<file path="src/rtl/dmem_pkg.sv">
// Shared types and helpers for the data-memory bus interface.
// The misalignment check lives here so a future MMU can reuse it.
package dmem_pkg;

    typedef enum logic [1:0] {
        IDLE = 2'd0,
        REQ  = 2'd1,
        RSP  = 2'd2,
        DONE = 2'd3
    } dmem_state_e;

    localparam logic [3:0] BE_FULL = 4'b1111;
    localparam logic [3:0] BE_NONE = 4'b0000;

    // Watchdog counter width; covers the full TIMEOUT range of 1..65535.
    localparam int unsigned TIMER_W = 16;

    // A store wins over a load, so when both are raised only the store rules apply.
    function automatic logic is_misaligned(input logic       load,
                                           input logic       store,
                                           input logic [1:0] addr_lo,
                                           input logic [3:0] mask);
        logic mis;
        if (store) begin
            mis = (mask == 4'b0110) || ((mask == BE_FULL) && (addr_lo != 2'b00));
        end else begin
            mis = load && (addr_lo != 2'b00);
        end
        return mis;
    endfunction

endpackage

</file>
<file path="src/rtl/dmem_wdog.sv">
// Transaction watchdog: a counter that is cleared at the start of a bus
// access, advances while the access is outstanding, and flags expiry on
// its last permitted cycle.
module dmem_wdog
    import dmem_pkg::*;
#(
    parameter int unsigned TIMEOUT = 255
) (
    input  logic clk,
    input  logic rst_n,
    input  logic clear_i,
    input  logic enable_i,
    output logic expired_o
);

    localparam logic [TIMER_W-1:0] LAST = TIMER_W'(TIMEOUT - 1);

    logic [TIMER_W-1:0] count_q;
    logic [TIMER_W-1:0] count_d;

    // Clear has priority so a fresh access always starts counting from zero.
    always_comb begin
        count_d = count_q;
        if (clear_i) begin
            count_d = '0;
        end else if (enable_i) begin
            count_d = count_q + TIMER_W'(1);
        end
    end

    // Counter register.
    always_ff @(posedge clk or negedge rst_n) begin
        if (!rst_n) begin
            count_q <= '0;
        end else begin
            count_q <= count_d;
        end
    end

    assign expired_o = (count_q == LAST);

endmodule

</file>
<file path="src/rtl/dmem_bus_if.sv">
// MEM-stage data-bus interface: turns an aligned load/store into a
// req/gnt/rvalid bus transaction, stalls the pipeline until it finishes,
// and reports bus errors and timeouts as a one-cycle fault pulse.
// Optional feature macro: DMEM_MISALIGN_TRAP_EN traps misaligned accesses
// in IDLE instead of issuing them.
module dmem_bus_if
    import dmem_pkg::*;
#(
    parameter int unsigned TIMEOUT = 255
) (
    input  logic        clk,
    input  logic        rst_n,
    input  logic        load,
    input  logic        store,
    input  logic [31:0] addr,
    input  logic [3:0]  masking,
    input  logic [31:0] wdata,
    output logic [31:0] rdata,
    output logic        stall,
    output logic        fault,
    output logic        misalign,
    output logic        bus_req,
    output logic        bus_we,
    output logic [31:0] bus_addr,
    output logic [3:0]  bus_be,
    output logic [31:0] bus_wdata,
    input  logic        bus_gnt,
    input  logic        bus_rvalid,
    input  logic [31:0] bus_rdata,
    input  logic        bus_err
);

    dmem_state_e state_q, state_d;
    logic [31:0] rdata_q, rdata_d;
    logic [31:0] addr_q, addr_d;
    logic [31:0] wdata_q, wdata_d;
    logic [3:0]  be_q, be_d;
    logic        we_q, we_d;
    logic        fault_q, fault_d;
    logic        misalign_q, misalign_d;
    logic        bad_access;
    logic        expired;
    logic        wdog_clear;
    logic        wdog_en;

`ifdef DMEM_MISALIGN_TRAP_EN
    assign bad_access = is_misaligned(load, store, addr[1:0], masking);
`else
    logic unused_addr_lo;
    assign unused_addr_lo = ^addr[1:0];
    assign bad_access     = 1'b0;
`endif

    dmem_wdog #(
        .TIMEOUT (TIMEOUT)
    ) u_wdog (
        .clk       (clk),
        .rst_n     (rst_n),
        .clear_i   (wdog_clear),
        .enable_i  (wdog_en),
        .expired_o (expired)
    );

    // Next-state logic; fault/misalign only ever get set on the way into DONE.
    always_comb begin
        state_d    = state_q;
        rdata_d    = rdata_q;
        addr_d     = addr_q;
        wdata_d    = wdata_q;
        be_d       = be_q;
        we_d       = we_q;
        fault_d    = 1'b0;
        misalign_d = 1'b0;
        wdog_clear = 1'b0;
        wdog_en    = 1'b0;
        case (state_q)
            IDLE: begin
                if (load || store) begin
                    addr_d  = {addr[31:2], 2'b00};
                    wdata_d = wdata;
                    we_d    = store;
                    be_d    = store ? masking : BE_FULL;
                    if (bad_access) begin
                        state_d    = DONE;
                        fault_d    = 1'b1;
                        misalign_d = 1'b1;
                    end else if (store && (masking == BE_NONE)) begin
                        state_d = DONE;
                    end else begin
                        state_d    = REQ;
                        wdog_clear = 1'b1;
                    end
                end
            end
            REQ: begin
                wdog_en = 1'b1;
                if (expired) begin
                    state_d = DONE;
                    fault_d = 1'b1;
                end else if (bus_gnt) begin
                    state_d = RSP;
                end
            end
            RSP: begin
                wdog_en = 1'b1;
                if (bus_rvalid) begin
                    state_d = DONE;
                    if (bus_err) begin
                        fault_d = 1'b1;
                    end else if (!we_q) begin
                        rdata_d = bus_rdata;
                    end
                end else if (expired) begin
                    state_d = DONE;
                    fault_d = 1'b1;
                end
            end
            DONE: begin
                state_d = IDLE;
            end
            default: begin
                state_d = IDLE;
            end
        endcase
    end

    // State and captured-request registers; reset abandons any open access.
    always_ff @(posedge clk or negedge rst_n) begin
        if (!rst_n) begin
            state_q    <= IDLE;
            rdata_q    <= '0;
            addr_q     <= '0;
            wdata_q    <= '0;
            be_q       <= '0;
            we_q       <= 1'b0;
            fault_q    <= 1'b0;
            misalign_q <= 1'b0;
        end else begin
            state_q    <= state_d;
            rdata_q    <= rdata_d;
            addr_q     <= addr_d;
            wdata_q    <= wdata_d;
            be_q       <= be_d;
            we_q       <= we_d;
            fault_q    <= fault_d;
            misalign_q <= misalign_d;
        end
    end

    assign stall     = ((state_q == IDLE) && (load || store)) ||
                       (state_q == REQ) || (state_q == RSP);
    assign bus_req   = (state_q == REQ);
    assign bus_we    = we_q;
    assign bus_addr  = addr_q;
    assign bus_be    = be_q;
    assign bus_wdata = wdata_q;
    assign rdata     = rdata_q;
    assign fault     = fault_q;
    assign misalign  = misalign_q;

endmodule
</file>
<file path="config.mk">
export PLATFORM = sky130hd
export DESIGN_NAME = dmem_bus_if
export DESIGN_NICKNAME = d
export VERILOG_FILES = /design/src/rtl/dmem_pkg.sv /design/src/rtl/dmem_wdog.sv /design/src/rtl/dmem_bus_if.sv
export SDC_FILE = /design/constraint.sdc
export NUM_CORES = 1
export LEC_CHECK = 0
export CORE_MARGIN = 3
export CORE_UTILIZATION = 45
export DETAILED_ROUTE_END_ITERATION = 10
export PLACE_DENSITY = 0.83
export REMOVE_ABC_BUFFERS = 1
export SYNTH_ARGS = -nofsm -noshare
export SYNTH_HDL_FRONTEND = slang
export SYNTH_SLANG_ARGS = --single-unit
</file>
<file path="constraint.sdc">
create_clock -name clk -period 3.8 [get_ports clk]
set_input_delay 0.76 -clock clk [delete_from_list [all_inputs] [get_ports clk]]
set_output_delay 0.76 -clock clk [all_outputs]
set_load 0.01 [all_outputs]
</file>
==> results of run 1 <==
sequential cells by signal, indices dropped and copies added (netlist names):
name	count
u_wdog.count_q	16
rdata	32
bus_be	4
bus_wdata	32
bus_we	1
state_q	2
fault	1
bus_addr	30
where the power goes:
part | leakage, uW | internal [uW] | switching [uW]
Combinational | 0.00176 | 1350 | 1220
Sequential | 0.00147 | 1790 | 296
Clock | 0.000276 | 962 | 544
Total | 0.00351 | 4100 | 2060
routing by layer:
metal	up-vias	wire, um
met2	144	7530
li1	1942	-
met4	0	314
met1	1979	5030
met3	25	971
met5	-	0
worst min path at each step:
stage	from	to	slack [ns]	cells after the start
finish	rst_n	bus_wdata[2]	0.31	1
global route	rst_n	bus_wdata[13]	0.35	1
CTS	rst_n	bus_wdata[13]	0.34	1
detailed placement	bus_addr[7]	bus_addr[7]	0.46	2
global placement	bus_wdata[11]	bus_wdata[11]	0.46	2
floorplan	rst_n	bus_addr[10]	0.46	0
cells by family (layout without fill, tap and decap cells):
group,count (synthesis),in the layout,synth area share [%]
adders and majority gates,5,5,1.30
DFF,118,118,61.1
muxes,34,34,7.93
xor gates and xnor gates,13,13,2.36
and+or+nand+nor,253,253,21.8
other,1,3,0.0776
AOI/OAI and AO/OA,17,17,2.36
buffers and inverters,34,252,3.00
final cells by class:
class | count | area [sq um] | share of cell area, %
sequential | 118 | 2950 | 38.9
inverter | 9 | 33.8 | 0.445
clock inverter | 9 | 101 | 1.33
clock buffer | 23 | 457 | 6.01
tap | 136 | 170 | 2.24
timing repair buffer | 211 | 2110 | 27.8
multi-input combinational | 325 | 1770 | 23.3
synthesized netlist by cell type, drive strengths merged:
cell type	n
mux2	34
nor4	6
or4	1
nand4	7
nor3	7
or3	3
ha	5
dfrtp	118
conb	1
xnor2	9
xor2	4
clkbuf	15
nor3b	1
o21ai	5
a31o	1
a31oi	2
nand3	3
nand2	198
o22ai	1
o22a	1
and3	1
inv	9
o221ai	1
nor2b	5
nand4b	1
o21bai	1
buf	10
a21oi	2
nor4bb	1
nor2	19
a211oi	2
o211ai	1
metrics by stage:
stage / util (%) / TNS (ns) / hold slack [ns] / worst slack, ns
2_1_floorplan: - / -26.78 / 0.464 / -0.737
3_3_place_gp: 67.9 / 0 / 0.457 / 0.584
3_5_place_dp: 67.9 / 0 / 0.461 / 0.567
4_1_cts: 73.3 / 0 / 0.340 / 0.568
5_1_grt: 73.3 / 0 / 0.351 / 0.552
6_report: 73.3 / 0 / 0.312 / 0.578
==> impl_metrics.env, run 1 <==
export IMPL_outcome="finished clean"
export IMPL_slew_headroom_pct=47.9
export IMPL_crit_required_ns=3.04
export IMPL_grt_pass1_wl_mm=21.8
export IMPL_final_nets=794
export IMPL_crit_chain="clkdlybuf4s50_1 -> nor2_1 -> nor2b_4 -> or3_1 -> clkdlybuf4s50_1"
export IMPL_num_io_pins=212
export IMPL_drcViolationCount=0
export IMPL_cts_path_max_buffers=2
export IMPL_path_buf_inv=2
export IMPL_grt_usage_pct=23.8
export IMPL_vias_per_cell=4.92
export IMPL_setup_violations=0
export IMPL_met1_usage_pct=26.0
export IMPL_path_delay_family="buffers and inverters"
export IMPL_antenna_found_initial=0
export IMPL_stdcell_count=831
export IMPL_synth_seq_area_share_pct=61.1
export IMPL_slowest_stage="clkdlybuf4s50_1"
export IMPL_post_route_period_util_pct=84.8
export IMPL_rr_startpoint="state_q[1]"
export IMPL_final_common_cell="clkdlybuf4s50_1"
export IMPL_cp_common_cell="clkdlybuf4s50_1"
export IMPL_grt_pass1_vias=4187
export IMPL_n_antenna_cell=0
export IMPL_cts_tree="built"
export IMPL_detail_route_antenna_nets=0
export IMPL_drt_first_iter_violations=258
export IMPL_endpoint="stall"
export IMPL_vdd_drop_max_mv=0.419
export IMPL_critPathKind="in -> out"
export IMPL_fp_dieArea_sq_mm=0.0120
export IMPL_path_depth=5
export IMPL_critical_path_peak_fanout=6
export IMPL_coreArea_sq_mm=0.0104
export IMPL_fmax_mhz=310
export IMPL_cp_arrival_ns=2.46
export IMPL_drive_gt1_share_pct=5.76
export IMPL_fill_cells=732
export IMPL_die_width_um=110
export IMPL_p_leak_uw=0.00351
export IMPL_hold_class="in -> async"
export IMPL_cts_root_buf="clkbuf_8"
export IMPL_yosysTopAreaCell="dfrtp_1"
export IMPL_vias=4090
export IMPL_cts_resized_gates=0
export IMPL_rsz0062_at_grt="no"
export IMPL_core_rowCount=37
export IMPL_htreeDepth=4
export IMPL_synth_top_area_share_pct=61.1
export IMPL_grt_max_degree=66
export IMPL_placed_cell_area_sq_mm=0.00704
export IMPL_clock_skew_ns=0.00760
export IMPL_worst_pin_slew_ns=0.781
export IMPL_power_density_mw_per_mm2=811
export IMPL_mostFrequentLayoutCells="clkdlybuf4s50_1, nand2_1, dfrtp_1"
export IMPL_postCtsSetupBuffers=0
export IMPL_reg2reg_to="bus_wdata[30]"
export IMPL_yosysWarnings=0
export IMPL_die_h_um=110
export IMPL_cts_made_buffers=17
export IMPL_ys_seq_elements=118
export IMPL_total_power_uw=6160
export IMPL_port_buffers=206
export IMPL_final_max_slew_viol_count=0
export IMPL_met3_usage_pct=6.93
export IMPL_start_util_pct=46.6
export IMPL_synthTopCellsByArea="dfrtp_1, nand2_1, mux2_1"
export IMPL_cts_hold_buf=0
export IMPL_r2r_cells=6
export IMPL_cts_sinks=118
export IMPL_netlist_instances=475
export IMPL_min_period_ns=3.22
export IMPL_grtUsageMet2_pct=43.9
export IMPL_syn_area_sq_mm=0.00483
export IMPL_startpoint_type="input port"
export IMPL_place_inst=799
export IMPL_worst_r2r_setup_slack_ns=1.72
export IMPL_crit_start="store"
export IMPL_gp_congestion=0.822
export IMPL_fin_area_sq_mm=0.00760
export IMPL_path_clk_slew_ns=0.06
export IMPL_dr_pass1_iters=5
export IMPL_hold_viol=0
export IMPL_syn_to_final_growth_pct=57.3
export IMPL_drv_cap=0
export IMPL_synth_distinct_cells=36
export IMPL_crit_path_end_kind="primary output"
export IMPL_hpwl_mm=9.92
export IMPL_wl_mm=13.8
export IMPL_grt_busiest_layer="met2"
export IMPL_grt_ovfl_total=0
export IMPL_clkLatencyLatePin_ns=0.51
export IMPL_wl_per_cell_um=16.7
export IMPL_postSynthAreaPerCell_sq_um=10.2
export IMPL_critPathMaxStageDelay_ns=0.53
Note: power is estimated with default switching activity, not from simulation.
==> inputs of run 2 (changes only) <==
--- a/config.mk
+++ b/config.mk
@@ -6,9 +6,9 @@
 export NUM_CORES = 1
 export LEC_CHECK = 0
 export CORE_MARGIN = 3
-export CORE_UTILIZATION = 45
+export CORE_UTILIZATION = 42
 export DETAILED_ROUTE_END_ITERATION = 10
-export PLACE_DENSITY = 0.83
+export PLACE_DENSITY = 0.78
 export REMOVE_ABC_BUFFERS = 1
 export SYNTH_ARGS = -nofsm -noshare
 export SYNTH_HDL_FRONTEND = slang
==> constraint.sdc (replaced) <==
create_clock -name clk -period 3.3 [get_ports clk]
set_input_delay 0.66 -clock clk [delete_from_list [all_inputs] [get_ports clk]]
set_output_delay 0.66 -clock clk [all_outputs]
set_load 0.01 [all_outputs]
==> run 2 against run 1 <==
  * Worst setup slack lost 0.31 ns
  * Sequential share of layout area shrank 0.26 points
  * Global-route usage shrank 2.1 points
  * Critical path depth is the same
  * Worst hold slack lost 0.032 ns
  * Clock power grew 17%
  * First-iteration DRC count shrank 27%
  * Die area grew 6.8%
  * Combinational power grew 15%
  * Critical endpoint unchanged
  * Sequential power grew 15%
  * Flip-flop and latch count is the same
  * Total power grew 15%
==> impl_metrics.env, run 2 (synthesis results as in run 1) <==
export IMPL_drt_first_iter_violations=188
export IMPL_wl_per_cell_um=15.7
export IMPL_fill_cells=828
export IMPL_rr_startpoint="u_wdog.count_q[2]"
export IMPL_port_buffers=206
export IMPL_drive_gt1_share_pct=6.59
export IMPL_power_density_mw_per_mm2=931
export IMPL_critPathKind="in -> out"
export IMPL_post_route_util_pct=69.3
export IMPL_die_h_um=113
export IMPL_cts_tree="built"
export IMPL_r2r_cells=4
export IMPL_cp_arrival_ns=2.38
export IMPL_reg2reg_to="state_q[1]"
export IMPL_antenna_found_initial=0
export IMPL_vdd_drop_max_mv=0.516
export IMPL_cts_path_max_buffers=2
export IMPL_dr_pass1_iters=4
export IMPL_htreeDepth=4
export IMPL_hold_class="in -> async"
export IMPL_wl_met3_um=612
export IMPL_placed_cell_area_sq_mm=0.00707
export IMPL_wl_met2_mm=6.85
export IMPL_worst_r2r_setup_slack_ns=1.24
export IMPL_worst_pin_slew_ns=0.679
export IMPL_gp_congestion=0.858
export IMPL_num_io_pins=212
export IMPL_final_max_slew_viol_count=0
export IMPL_slowest_stage="clkdlybuf4s50_1"
export IMPL_stdcell_count=838
export IMPL_outcome="finished clean"
export IMPL_seq_area_sq_mm=0.00295
export IMPL_path_delay_family="buffers and inverters"
export IMPL_grt_pass1_wl_mm=21.8
export IMPL_cts_made_buffers=17
export IMPL_met1_length_mm=5.28
export IMPL_topRoutingLayerUsed="met4"
export IMPL_crit_chain="clkdlybuf4s50_1 -> nor2_1 -> nor2b_4 -> or3_1 -> clkdlybuf4s50_1"
export IMPL_syn_to_final_growth_pct=58.4
export IMPL_drv_cap=0
export IMPL_startpoint_type="input port"
export IMPL_vias=4033
export IMPL_clkLatencyLatePin_ns=0.41
export IMPL_path_buf_inv=2
export IMPL_critical_path_peak_fanout=3
export IMPL_multiInputGateArea_sq_mm=0.00177
export IMPL_cts_sinks=118
export IMPL_mostFrequentLayoutCells="clkdlybuf4s50_1, nand2_1, dfrtp_1"
export IMPL_p_leak_uw=0.00354
export IMPL_setup_violations=0
export IMPL_fp_dieArea_sq_mm=0.0128
export IMPL_holdWs_ns=0.280
export IMPL_coreArea_sq_mm=0.0110
export IMPL_rsz0062_at_grt="no"
export IMPL_hold_viol=0
export IMPL_post_route_period_util_pct=92.0
export IMPL_grt_ovfl_total=0
export IMPL_grt_usage_pct=21.7
export IMPL_cts_hold_buf=0
export IMPL_n_antenna_cell=0
export IMPL_fin_area_sq_mm=0.00765
export IMPL_final_common_cell="clkdlybuf4s50_1"
export IMPL_min_period_ns=3.04
export IMPL_clock_skew_ns=0.00637
export IMPL_path_clk_slew_ns=0.05
export IMPL_postCtsSetupBuffers=0
export IMPL_wl_mm=13.2
export IMPL_crit_path_end_kind="primary output"
export IMPL_grt_max_degree=67
export IMPL_cp_common_cell="clkdlybuf4s50_1"
export IMPL_start_util_pct=43.8
export IMPL_detail_route_antenna_nets=0
export IMPL_place_inst=806
export IMPL_core_rowCount=38
export IMPL_grt_pass1_vias=4250
export IMPL_drcViolationCount=0
export IMPL_hpwl_mm=9.62
export IMPL_vias_per_cell=4.81
export IMPL_cts_root_buf="clkbuf_16"
export IMPL_crit_required_ns=2.64
export IMPL_final_nets=797
export IMPL_die_width_um=113
export IMPL_slew_headroom_pct=54.7
export IMPL_fmax_mhz=329
export IMPL_cts_resized_gates=0
export IMPL_critPathMaxStageDelay_ns=0.50
run 2: cell types whose count changed in the layout (fill, tap and decap cells not counted):
cell	before	now
clkbuf_8	3	6
buf_4	5	8
clkinv_4	1	0
clkinvlp_4	1	2
clkbuf_16	16	17
bufinv_16	2	1
clkbuf_1	4	1
run 2: worst max-delay path by stage:
stage / to / slack (ns) / from / depth (start not counted)
global placement: stall / 0.28 / load / 5
detailed placement: stall / 0.25 / load / 5
finish: stall / 0.26 / load / 5
CTS: stall / 0.25 / load / 5
floorplan: rdata[0] / -1.19 / state_q[0] / 4
global route: stall / 0.21 / load / 5
run 2: power by group:
| group | internal (uW) | switching, uW |
|---|---|---|
| Combinational | 1560 | 1400 |
| Sequential | 2070 | 332 |
| Clock | 1150 | 613 |
| Total | 4770 | 2350 |
run 2: metal layers:
metal	GRT usage, %	vias up
li1	-	1952
met1	25.7	1923
met2	37.0	128
met3	5.35	30
met4	10.8	0
met5	0	-
run 2: layout make-up:
class                           count  share of cell area [%]
Multi-Input combinational cell    325                    23.2
Inverter                            9                   0.442
Timing Repair Buffer              214                    27.9
Sequential cell                   118                    38.6
Clock buffer                       24                    6.69
Clock inverter                      8                   0.916
Tap cell                          140                    2.29
run 2: per-stage QoR:
stage | worst slack, ns | TNS (ns) | power, uW
floorplan | -1.19 | -48.71 | 3640
global placement | 0.275 | 0 | 5290
detailed placement | 0.250 | 0 | 5390
CTS | 0.255 | 0 | 7210
global route | 0.208 | 0 | 7560
finish | 0.263 | 0 | 7120
run 2: worst reg2reg max path, stage by stage, from the launching register on:
cell      delay (ns)
dfrtp_1         0.41
nand4_1         0.47
nor4_4          0.54
o21bai_2        0.19
mux2_1          0.33
